===== config.mk =====
export PLATFORM = sky130hd
export DESIGN_NAME = stream_dilation3x3
export DESIGN_NICKNAME = d
export VERILOG_FILES = /design/src/rtl/stream_dilation3x3.sv
export SDC_FILE = /design/constraint.sdc
export NUM_CORES = 1
export LEC_CHECK = 0
export ABC_CLOCK_PERIOD_IN_PS = 7900
export BUFFER_PORTS_ARGS = -buffer_cell sky130_fd_sc_hd__buf_2
export CAP_MARGIN = 40
export CORE_MARGIN = 2
export CORE_UTILIZATION = 30
export CTS_BUF_LIST = sky130_fd_sc_hd__clkbuf_2 sky130_fd_sc_hd__clkbuf_4 sky130_fd_sc_hd__clkbuf_8
export CTS_CLUSTER_DIAMETER = 30
export DETAILED_ROUTE_END_ITERATION = 8
export HOLD_SLACK_MARGIN = 0.08
export PLACE_DENSITY = 0.47
export SYNTH_ARGS = -nofsm -noshare
export SYNTH_HDL_FRONTEND = slang
export SYNTH_SLANG_ARGS = --single-unit

===== constraint.sdc =====
create_clock -name clk -period 7.9 [get_ports clk]
set_input_delay 1.185 -clock clk [delete_from_list [all_inputs] [get_ports clk]]
set_output_delay 1.185 -clock clk [all_outputs]
set_load 0.005 [all_outputs]

===== src/rtl/stream_dilation3x3.sv =====
// Streaming 3x3 binary dilation: thresholds each pixel to one bit, keeps two
// 1-bit line buffers and emits 255/0 for every valid-region window centre.
module stream_dilation3x3 #(
   parameter int         IMG_W  = 64,
   parameter int         IMG_H  = 64,
   parameter logic [7:0] THRESH = 8'd127
) (
   input  logic       clk,
   input  logic       rst,
   input  logic       in_valid,
   output logic       in_ready,
   input  logic [7:0] in_pixel,
   output logic       out_valid,
   input  logic       out_ready,
   output logic [7:0] out_pixel,
   output logic       out_last
);

   localparam int CW = (IMG_W > 1) ? $clog2(IMG_W) : 1;
   localparam int RW = (IMG_H > 1) ? $clog2(IMG_H) : 1;

   logic [CW-1:0]    r_col;
   logic [RW-1:0]    r_row;
   logic [IMG_W-1:0] r_lb_prev;    // bits of row r-1, indexed by column
   logic [IMG_W-1:0] r_lb_prev2;   // bits of row r-2, indexed by column
   logic [2:0]       r_win_c1;     // column c-1 of the window (rows r-2..r)
   logic [2:0]       r_win_c2;     // column c-2 of the window
   logic             r_out_valid;
   logic [7:0]       r_out_pixel;
   logic             r_out_last;

   logic       w_accept;
   logic       w_bit;
   logic [2:0] w_new_col;
   logic       w_hit;
   logic       w_emit;
   logic       w_col_end;
   logic       w_row_end;

   assign in_ready  = ~r_out_valid | out_ready;
   assign w_accept  = in_valid & in_ready;
   assign w_bit     = (in_pixel > THRESH);
   assign w_new_col = {r_lb_prev2[r_col], r_lb_prev[r_col], w_bit};
   // The incoming column plus the two registered ones form the full 3x3 window.
   assign w_hit     = (|w_new_col) | (|r_win_c1) | (|r_win_c2);
   assign w_emit    = (r_row >= RW'(2)) && (r_col >= CW'(2));
   assign w_col_end = (r_col == CW'(IMG_W - 1));
   assign w_row_end = (r_row == RW'(IMG_H - 1));

   assign out_valid = r_out_valid;
   assign out_pixel = r_out_pixel;
   assign out_last  = r_out_last;

   // NOTE: the line buffers are storage, not control state; they carry no reset
   // because every entry is rewritten by rows 0/1 before any output reads it.
   always_ff @(posedge clk) begin
      if (w_accept) begin
         r_lb_prev[r_col]  <= w_bit;
         r_lb_prev2[r_col] <= r_lb_prev[r_col];
      end
   end

   // NOTE: sequential state uses non-blocking assignments so every register
   // samples pre-edge values regardless of statement order.
   always_ff @(posedge clk) begin
      if (rst) begin
         r_col    <= '0;
         r_row    <= '0;
         r_win_c1 <= '0;
         r_win_c2 <= '0;
      end else if (w_accept) begin
         r_win_c1 <= w_new_col;
         r_win_c2 <= r_win_c1;
         if (w_col_end) begin
            r_col <= '0;
            r_row <= w_row_end ? '0 : r_row + RW'(1);
         end else begin
            r_col <= r_col + CW'(1);
         end
      end
   end

   always_ff @(posedge clk) begin
      if (rst) begin
         r_out_valid <= 1'b0;
         r_out_pixel <= 8'd0;
         r_out_last  <= 1'b0;
      end else if (w_accept) begin
         r_out_valid <= w_emit;
         r_out_pixel <= (w_emit && w_hit) ? 8'd255 : 8'd0;
         r_out_last  <= w_emit && w_col_end && w_row_end;
      end else if (out_ready) begin
         r_out_valid <= 1'b0;
         r_out_last  <= 1'b0;
      end
   end

endmodule


==> results of run 1 <==
layer usage:
metal  wire, um  vias to the layer above  track usage
met4        234                        0      0.04533
met2       6888                       99       0.2140
met5          0                        -            0
li1           -                     1744            -
met1       6810                     1921       0.1876
met3        682                       18      0.03645
layout make-up:
class / count / share of cell area
inverters: 5 / 0.002622
flip-flops and latches: 149 / 0.5962
multi-input cells: 274 / 0.2778
clock inverters: 14 / 0.02203
clock buffers: 17 / 0.03269
repair buffers: 23 / 0.02063
well taps: 275 / 0.04808
power by group through the flow:
stage / combinational (mW) / sequential, mW / clock (mW)
after floorplan: 0.0718 / 0.894 / 0
after global placement: 0.100 / 0.896 / 0
after detailed placement: 0.103 / 0.896 / 0
after CTS: 0.103 / 0.878 / 0.609
after global routing: 0.111 / 0.878 / 0.640
final: 0.101 / 0.878 / 0.594
sequential cells by signal, indices dropped and copies added, names as in the netlist:
signal / cells
out_last: 1
out_pixel: 1
out_valid: 1
r_col: 6
r_lb_prev: 64
r_lb_prev2: 64
r_row: 6
r_win_c1: 3
r_win_c2: 3
placed cells by master, fill, tap and decap left out, types with 3 or more instances in the layout:
master and count:
sky130_fd_sc_hd__nand3_1 13, sky130_fd_sc_hd__nand2b_1 5, sky130_fd_sc_hd__nor3_1 13, sky130_fd_sc_hd__nor4_1 8
sky130_fd_sc_hd__edfxtp_1 128, sky130_fd_sc_hd__a21oi_1 10, sky130_fd_sc_hd__ha_1 4, sky130_fd_sc_hd__nand2_1 23
sky130_fd_sc_hd__a211oi_1 4, sky130_fd_sc_hd__clkinv_1 4, sky130_fd_sc_hd__nor3b_1 3, sky130_fd_sc_hd__nor2b_1 8
sky130_fd_sc_hd__clkbuf_8 17, sky130_fd_sc_hd__buf_2 15, sky130_fd_sc_hd__mux2_2 3, sky130_fd_sc_hd__dfxtp_1 19
sky130_fd_sc_hd__buf_4 7, sky130_fd_sc_hd__mux2i_1 22, sky130_fd_sc_hd__xnor2_1 7, sky130_fd_sc_hd__nor2_1 85
sky130_fd_sc_hd__a31oi_1 4, sky130_fd_sc_hd__inv_1 5, sky130_fd_sc_hd__bufinv_16 3, sky130_fd_sc_hd__nor3_2 3
sky130_fd_sc_hd__xor2_1 3, sky130_fd_sc_hd__mux4_2 18
kinds of logic (layout without fill, tap and decap cells):
family	after synthesis	after routing	share of synthesized area
compound gates	33	33	0.03655
xor+xnor	10	10	0.01347
fa+ha+maj	4	4	0.007694
buf+inv	41	59	0.03885
flops	149	149	0.6555
mux	45	45	0.1077
simple gates	182	182	0.1402
worst reg2reg max path, stage by stage, from the launching register on:
cell and delay, ps:
sky130_fd_sc_hd__dfxtp_2 490, sky130_fd_sc_hd__buf_4 650, sky130_fd_sc_hd__mux2i_1 330, sky130_fd_sc_hd__nor3_1 70, sky130_fd_sc_hd__nor4_1 570, sky130_fd_sc_hd__a32oi_1 250
sky130_fd_sc_hd__a2111oi_2 510, sky130_fd_sc_hd__inv_1 410, sky130_fd_sc_hd__buf_4 410
worst max-delay path by stage:
stage / end / slack [ps] / depth (start not counted)
2_1_floorplan: r_lb_prev2[15] / 5320 / 6
3_3_place_gp: r_lb_prev2[58] / 3800 / 8
3_5_place_dp: r_lb_prev2[51] / 3750 / 8
4_1_cts: r_lb_prev2[11] / 3720 / 8
5_1_grt: r_lb_prev2[11] / 3520 / 8
6_report: r_lb_prev2[47] / 3890 / 8
metrics by stage:
| stage | utilization | cells | hold slack (ps) | worst slack [ps] |
|---|---|---|---|---|
| global placement | 0.3189 | 725 | 449.2 | 3802 |
| detailed placement | 0.3198 | 726 | 451.5 | 3750 |
| finish | 0.3383 | 757 | 458.8 | 3894 |
| floorplan | - | 464 | 436.0 | 5320 |
| CTS | 0.3383 | 757 | 461.9 | 3721 |
| global route | 0.3383 | 757 | 496.6 | 3525 |
==> metrics.txt, run 1 <==
number of nets in the layout=486; post-synthesis average cell area=between 10 and 15 um^2; Horiz. Die Dim=151.3 um; placement-stage cell area=6765 um^2; net switching power=0.3598 mW; Resized Gates After CTS=0; Slew HR=0.5000; initial standard-cell utilization of the core=0.3075; CP bufs+invs=3; clk sinks=149; clock tree root buffer cell=sky130_fd_sc_hd__clkbuf_8; relative contribution of combinational cells to total power=0.064; Core ar.=21150 um^2; type of element launching the critical path=register; RSZ-0062 raised after global routing=false; residual antenna-violating net count after detailed routing=0; number of nets produced by synthesis=480; number of max-cap violations=0; DRC violations left=0; storage element area=4267 um^2; Top cell by count, worst path=sky130_fd_sc_hd__buf_4; Synth warnings=0; cell depth of the worst flop-to-flop path=8; WP data required=between 8000 and 9000 ps; worst setup path startpoint=r_col[2]; max-slew violation total from the final report=0; delay of the slowest cell on the worst path=640 ps; final-report hold violation count=0; deepest clock path buffer count=2; kind of end point of the critical path=register; hold wc startpoint=r_win_c2[2]; most frequent cells after synthesis=sky130_fd_sc_hd__edfxtp_1 (128), sky130_fd_sc_hd__nor2_1 (85), sky130_fd_sc_hd__nand2_1 (23), sky130_fd_sc_hd__mux2i_1 (22), sky130_fd_sc_hd__dfxtp_1 (21); Die Y-Extent=151.3 um; area delta synth->final=10.02%; critical path's top delay family=buffers and inverters; total wire length after detailed routing=14620 um; Internal=1.213 mW; DP Wirelength=~9000 um; fin area=~7200 um^2; most repeated cell in the gate-level netlist after synthesis=sky130_fd_sc_hd__edfxtp_1; grt ovf=0; number of vias per cell=4.996; wire length of the first global-routing pass=22630 um; placer's final routability congestion estimate=0.7311; number of DRC markers in iteration 0=252; multi-input gate area in the final layout=1988 um^2; library cell occupying the most area in the post-synthesis netlist=sky130_fd_sc_hd__edfxtp_1; highest achievable clock rate=249.6 MHz; top cells by area, synth=sky130_fd_sc_hd__edfxtp_1 (59%), sky130_fd_sc_hd__dfxtp_1 (6.5%), sky130_fd_sc_hd__mux4_2 (6.2%); clock period minus worst slack=4006 ps; share of the synthesized area in the top cell type=0.5909; cell with the largest stage delay on the worst path=sky130_fd_sc_hd__buf_4; setup-violating endpoint count in the final report=0; DRT Pass-1 Iters=4; Async SR Flop Fraction=0; initial antenna violation count=0; portion of total power attributed to the clock network=0.378; transition at the pin with the smallest max-transition slack=743.1 ps; mapped cell area=around 6500 um^2; H-tree depth=4; maximum net fanout on the critical path=46; Skew-Pair Late Insertion Delay=450 ps; Main synth FF type=sky130_fd_sc_hd__edfxtp_1; PnR Total Power=1.573 mW; total routing usage reported by global routing=0.1377; number of CTS-inserted buffers=17; share of the clock period used by the worst path after layout=0.5071; leakage power summed over all cells=around 2.1 nW; critical path, cell by cell=buf_4, mux2i_1, nor3_1, nor4_1, a32oi_1, a2111oi_2, inv_1, buf_4; Tightest Hold Check Type=reg -> reg; via count of the first global-routing pass=3748; flip-flop and latch count after synthesis=149; FILL cells=2071; maximum number of pins on one net before global-route repair=51; ratio of total power to cell area=219.7 nW/um^2; critical path arrival=approximately 4100 ps; number of enable-type register cells in the synthesized netlist=128; result of the run=complete, no violations; Top Ports=23; origin of the critical flop-to-flop path=r_col[2]; reg-to-reg slack, setup=3890 ps; Worst Hold Path EP=r_win_c2[2]; Post-CTS Hold Buffers=0; clock-pin slew on the worst setup and hold paths=~80 ps; switching share of power=0.2288; worst clock skew=15.91 ps; register area share after synthesis=0.6555; Post-Synthesis Cells=464; clock tree from TritonCTS=done; number of port buffers=15; number of inserted diodes=0; via count=3782; start-to-end type of the worst setup path=reg -> reg; Flop pwr share=0.558; share of final-layout standard cells stronger than drive strength 1=0.1826; number of cell rows=53; sum of negative setup slack=0 ps; number of stages on the worst hold path=2; Post-CTS Setup Repair Bufs=0; largest vdd supply drop=about 0.091 mV; distinct cell type count of the synthesized netlist=58; die area=22880 um^2; reg2reg end=r_lb_prev2[47]; final routed wire length divided by cell count=19.31 um
Power figures use the tool's default switching activity.
==> run 2: changes to the inputs <==
ABC_CLOCK_PERIOD_IN_PS = 4100   (was 7900)
clock period = 4.1 ns   (was 7.9 ns; I/O delays follow)
==> run 2 against run 1 <==
Against the previous run:
- first-iteration DRC count increased by 2.0%
- non-clock buffer count increased by 5
- sequential power increased by 92%
- via count increased by 0.24%
- critical path depth decreased by 1
- total power increased by 93%
- die area unchanged
- setup slack got worse by 3100 ps
- fmax increased by 22%
- clock skew decreased by 6.2 ps
==> metrics.txt, run 2 (synthesized netlist as in run 1, its figures left out) <==
result of the run=complete, no violations; share of the clock period used by the worst path after layout=0.7994; most frequent cells in the layout=sky130_fd_sc_hd__edfxtp_1 (128), sky130_fd_sc_hd__nor2_1 (85), sky130_fd_sc_hd__nand2_1 (23); number of max-cap violations=0; WP data required=4260 ps; final-report hold violation count=0; via count=3791; die area=around 23000 um^2; clock tree root buffer cell=sky130_fd_sc_hd__clkbuf_8; Post-CTS Hold Buffers=0; PnR Total Power=3.033 mW; initial standard-cell utilization of the core=0.3075; FILL cells=2050; DP Wirelength=9818 um; Top Registers=r_lb_prev2 x64, r_lb_prev x64; ratio of total power to cell area=419.8 nW/um^2; most common cell after layout, fill and taps aside=sky130_fd_sc_hd__edfxtp_1; via count of the first global-routing pass=3963; Tightest Hold Check Type=in -> reg; DRT Pass-1 Iters=5; number of cells after detailed placement=731; grt ovf=0; residual antenna-violating net count after detailed routing=0; maximum number of pins on one net before global-route repair=53; Top Ports=23; number of vias per cell=4.982; placer's final routability congestion estimate=0.8021; total routing usage reported by global routing=0.1429; H-tree depth=4; cell with the largest stage delay on the worst path=sky130_fd_sc_hd__dfxtp_1; initial antenna violation count=0; Core ar.=21150 um^2; clock period minus worst slack=3278 ps; number of port buffers=15; final worst hold slack=about 460 ps; number of cell rows=53; number of CTS-inserted buffers=17; delay of the slowest cell on the worst path=840 ps; kind of end point of the critical path=register; number of DRC markers in iteration 0=257; final routed wire length divided by cell count=roughly 20 um; Horiz. Die Dim=151.3 um; max-slew violation total from the final report=0; clock tree from TritonCTS=done; start-to-end type of the worst setup path=reg -> reg; clk sinks=149; sum of negative setup slack=0 ps; Resized Gates After CTS=0; count of placed standard cells in the final layout, fillers left out=761; post-route core utilization=0.3416; Skew-Pair Late Insertion Delay=440 ps; multi-input gate area in the final layout=1988 um^2; Post-CTS Setup Repair Bufs=0; deepest clock path buffer count=2; Die Y-Extent=around 150 um; RSZ-0062 raised after global routing=false; share of final-layout standard cells stronger than drive strength 1=0.1914; maximum net fanout on the critical path=52; number of inserted diodes=0; total wire length after detailed routing=about 15000 um; largest vdd supply drop=roughly 0.14 mV; highest achievable clock rate=305.1 MHz; DRC violations left=0; number of nets in the layout=491; worst clock skew=9.743 ps; type of element launching the critical path=register; transition at the pin with the smallest max-transition slack=790.8 ps; storage element area=4267 um^2; critical path arrival=3440 ps; critical path, cell by cell=nand2b_1, nor3_1, nor4_1, a32oi_1, a2111oi_2, inv_1, buf_12; clock-pin slew on the worst setup and hold paths=80 ps; area delta synth->final=11.08%; wire length of the first global-routing pass=23550 um; Slew HR=0.4721; setup-violating endpoint count in the final report=0; leakage power summed over all cells=2.155 nW
## run 2: metrics by stage
step	setup WS, ps	area [um^2]
CTS	853.3	7226
global placement	554.6	6800
global route	602.3	7226
detailed placement	874.0	6840
floorplan	1550	6505
finish	822.4	7226
## run 2: area by class of cell
cell class	instances	share of cell area
inverters	5	0.002597
well taps	275	0.04762
flip-flops and latches	149	0.5905
clock inverters	11	0.01887
clock buffers	19	0.03446
repair buffers	28	0.03082
multi-input cells	274	0.2752
## run 2: worst max-delay path: cells and delay by family, from the launching register on
kind / cells / cell delay, ps
DFF: 1 / 840
AOI/OAI and AO/OA: 2 / 760
and+or+nand+nor: 3 / 710
buffers and inverters: 2 / 650
## run 2: power by group
part	internal [mW]	switching [mW]	total, mW
Clock	0.601	0.534	1.13
Sequential	1.68	0.0118	1.69
Combinational	0.0718	0.132	0.204
Total	2.36	0.678	3.03
## run 2: path summary, 6_finish.rpt
kind,from,endpoint,slack (ps),cells after the start
max,r_col[3],r_lb_prev2[61],820,7
min,out_ready,out_last,460,3
max reg2reg,r_col[3],r_lb_prev2[61],820,7
min reg2reg,r_win_c2[1],r_win_c2[1],460,2
## run 2: per-layer routing
layer / global-route usage / vias up / wire [um]
li1: - / 1752 / -
met1: 0.1957 / 1933 / 7186
met5: 0 / - / 0
met2: 0.2219 / 89 / 6916
met3: 0.03735 / 17 / 712
met4: 0.04579 / 0 / 303
==> run 3: changes to the inputs <==
ABC_CLOCK_PERIOD_IN_PS = 3300   (was 4100)
clock period = 3.3 ns   (was 4.1 ns; I/O delays follow)
==> run 3 against run 2 <==
Against the previous run:
- via count about the same
- die area unchanged
- sequential power increased by 25%
- clock skew increased by 3.0 ps
- register-to-register slack got worse by 560 ps
==> metrics.txt, run 3 (synthesized netlist as in run 1, its figures left out) <==
Post-CTS Hold Buffers=0; residual antenna-violating net count after detailed routing=0; sum of negative setup slack=0 ps; number of max-cap violations=0; transition at the pin with the smallest max-transition slack=829.3 ps; cell with the largest stage delay on the worst path=sky130_fd_sc_hd__dfxtp_2; grt ovf=0; RSZ-0062 raised after global routing=false; Core ar.=21150 um^2; clk sinks=149; placer's final routability congestion estimate=0.7821; DP Wirelength=9998 um; DRC violations left=0; clock period minus worst slack=a little over 3000 ps; delay of the slowest cell on the worst path=approximately 800 ps; final-report hold violation count=0; via count of the first global-routing pass=3909; maximum net fanout on the critical path=39; number of CTS-inserted buffers=17; max-slew violation total from the final report=0; most frequent cells in the layout=sky130_fd_sc_hd__edfxtp_1 (128), sky130_fd_sc_hd__nor2_1 (85), sky130_fd_sc_hd__buf_4 (25); initial standard-cell utilization of the core=0.3075; number of nets in the layout=504; relative contribution of combinational cells to total power=0.066; Post-CTS Setup Repair Bufs=0; result of the run=complete, no violations; initial antenna violation count=0; most common cell after layout, fill and taps aside=sky130_fd_sc_hd__edfxtp_1; kind of end point of the critical path=register; final worst slack=266.3 ps; Skew-Pair Late Insertion Delay=between 400 and 500 ps; start-to-end type of the worst setup path=reg -> reg; Die Y-Extent=approximately 150 um; Flop pwr share=0.562; maximum number of pins on one net before global-route repair=67; area delta synth->final=12.00%; type of element launching the critical path=register; Top Registers=r_lb_prev2 x64, r_lb_prev x64; CP endpoint=r_lb_prev2[18]; number of inserted diodes=0; reg-to-reg slack, setup=about 270 ps; count of placed standard cells in the final layout, fillers left out=774; portion of total power attributed to the clock network=0.372; share of final-layout standard cells stronger than drive strength 1=0.2124; switching share of power=0.2215; share of the clock period used by the worst path after layout=0.9193; reg2reg end=r_lb_prev2[18]; via count=3790; die area=22880 um^2; hold wc startpoint=out_ready; clock-pin slew on the worst setup and hold paths=roughly 70 ps; clock tree root buffer cell=sky130_fd_sc_hd__clkbuf_8; number of port buffers=15; FILL cells=2063; origin of the critical flop-to-flop path=r_col[2]; net switching power=0.8327 mW; WP data required=3450 ps; Internal=2.926 mW; Horiz. Die Dim=roughly 150 um; number of cell rows=53; number of vias per cell=4.897; ratio of total power to cell area=~520 nW/um^2; worst clock skew=12.74 ps; total routing usage reported by global routing=0.1432; setup-violating endpoint count in the final report=0; number of DRC markers in iteration 0=roughly 220; critical path, cell by cell=buf_4, mux2i_1, nor4_1, nor4_1, a32oi_1, a2111oi_2, buf_4, inv_1, buf_4; Slew HR=0.4464; post-route core utilization=0.3444; final worst hold slack=337.9 ps; cell depth of the worst flop-to-flop path=9; Top Ports=23; Resized Gates After CTS=0; final routed wire length divided by cell count=19.74 um; clock tree from TritonCTS=done; deepest clock path buffer count=2; highest achievable clock rate=329.6 MHz; H-tree depth=4; Setup Slack @ Placement=241.3 ps; leakage power summed over all cells=2.195 nW; total wire length after detailed routing=15280 um; DRT Pass-1 Iters=6; worst setup path startpoint=r_col[2]; critical path arrival=3180 ps; Top cell by count, worst path=sky130_fd_sc_hd__buf_4; wire length of the first global-routing pass=23490 um; Tightest Hold Check Type=in -> reg; number of cells after detailed placement=744; largest vdd supply drop=0.1940 mV
==> run 3: cell count changes in the layout (fill, tap and decap cells not counted), sizes merged <==
| cell | before | now |
|---|---|---|
| clkinvlp | 1 | 4 |
| clkinv | 7 | 4 |
| buf | 28 | 41 |
==> run 3: metal layers <==
layer | GRT usage | wire, um | vias up
met5 | 0 | 0 | -
met4 | 0.03364 | 145 | 0
met3 | 0.04729 | 675 | 14
met2 | 0.2391 | 7523 | 74
met1 | 0.1804 | 6932 | 1922
li1 | - | - | 1780
==> run 3: worst min path at each step <==
stage / to / slack (ps) / depth (start not counted)
6_report: out_last / 340 / 3
5_1_grt: out_last / 310 / 3
4_1_cts: out_last / 310 / 3
3_5_place_dp: r_win_c2[1] / 450 / 2
3_3_place_gp: r_win_c2[0] / 440 / 2
2_1_floorplan: r_win_c2[1] / 440 / 2
==> run 3: power by group through the flow <==
stage | registers (mW) | clock network, mW | logic (mW)
detailed placement | 2.16 | 0 | 0.253
global placement | 2.15 | 0 | 0.252
CTS | 2.11 | 1.44 | 0.254
floorplan | 2.14 | 0 | 0.172
finish | 2.11 | 1.40 | 0.247
global route | 2.11 | 1.53 | 0.271
==> run 3: final cells by class <==
| type | count | area [um^2] | share of cell area |
|---|---|---|---|
| clock buffers | 19 | 249.0 | 0.03417 |
| flip-flops and latches | 149 | 4267 | 0.5856 |
| repair buffers | 41 | 282.8 | 0.03881 |
| clock inverters | 11 | 136.4 | 0.01872 |
| well taps | 275 | 344.1 | 0.04723 |
| inverters | 5 | 18.77 | 0.002576 |
| multi-input cells | 274 | 1988 | 0.2729 |
==> run 3: worst max-delay path: cells and delay by family (launching register included) <==
kind | cells | cell delay, ps
AOI/OAI and AO/OA | 2 | 540
muxes | 1 | 230
buffers and inverters | 4 | 820
and+or+nand+nor | 2 | 320
DFF | 1 | 800
==> run 3: through the flow <==
stage	power, mW	cell area [um^2]
final	3.759	7286
after global routing	3.911	7286
after CTS	3.810	7286
after detailed placement	2.409	6900
after global placement	2.406	6900
after floorplan	2.313	6505
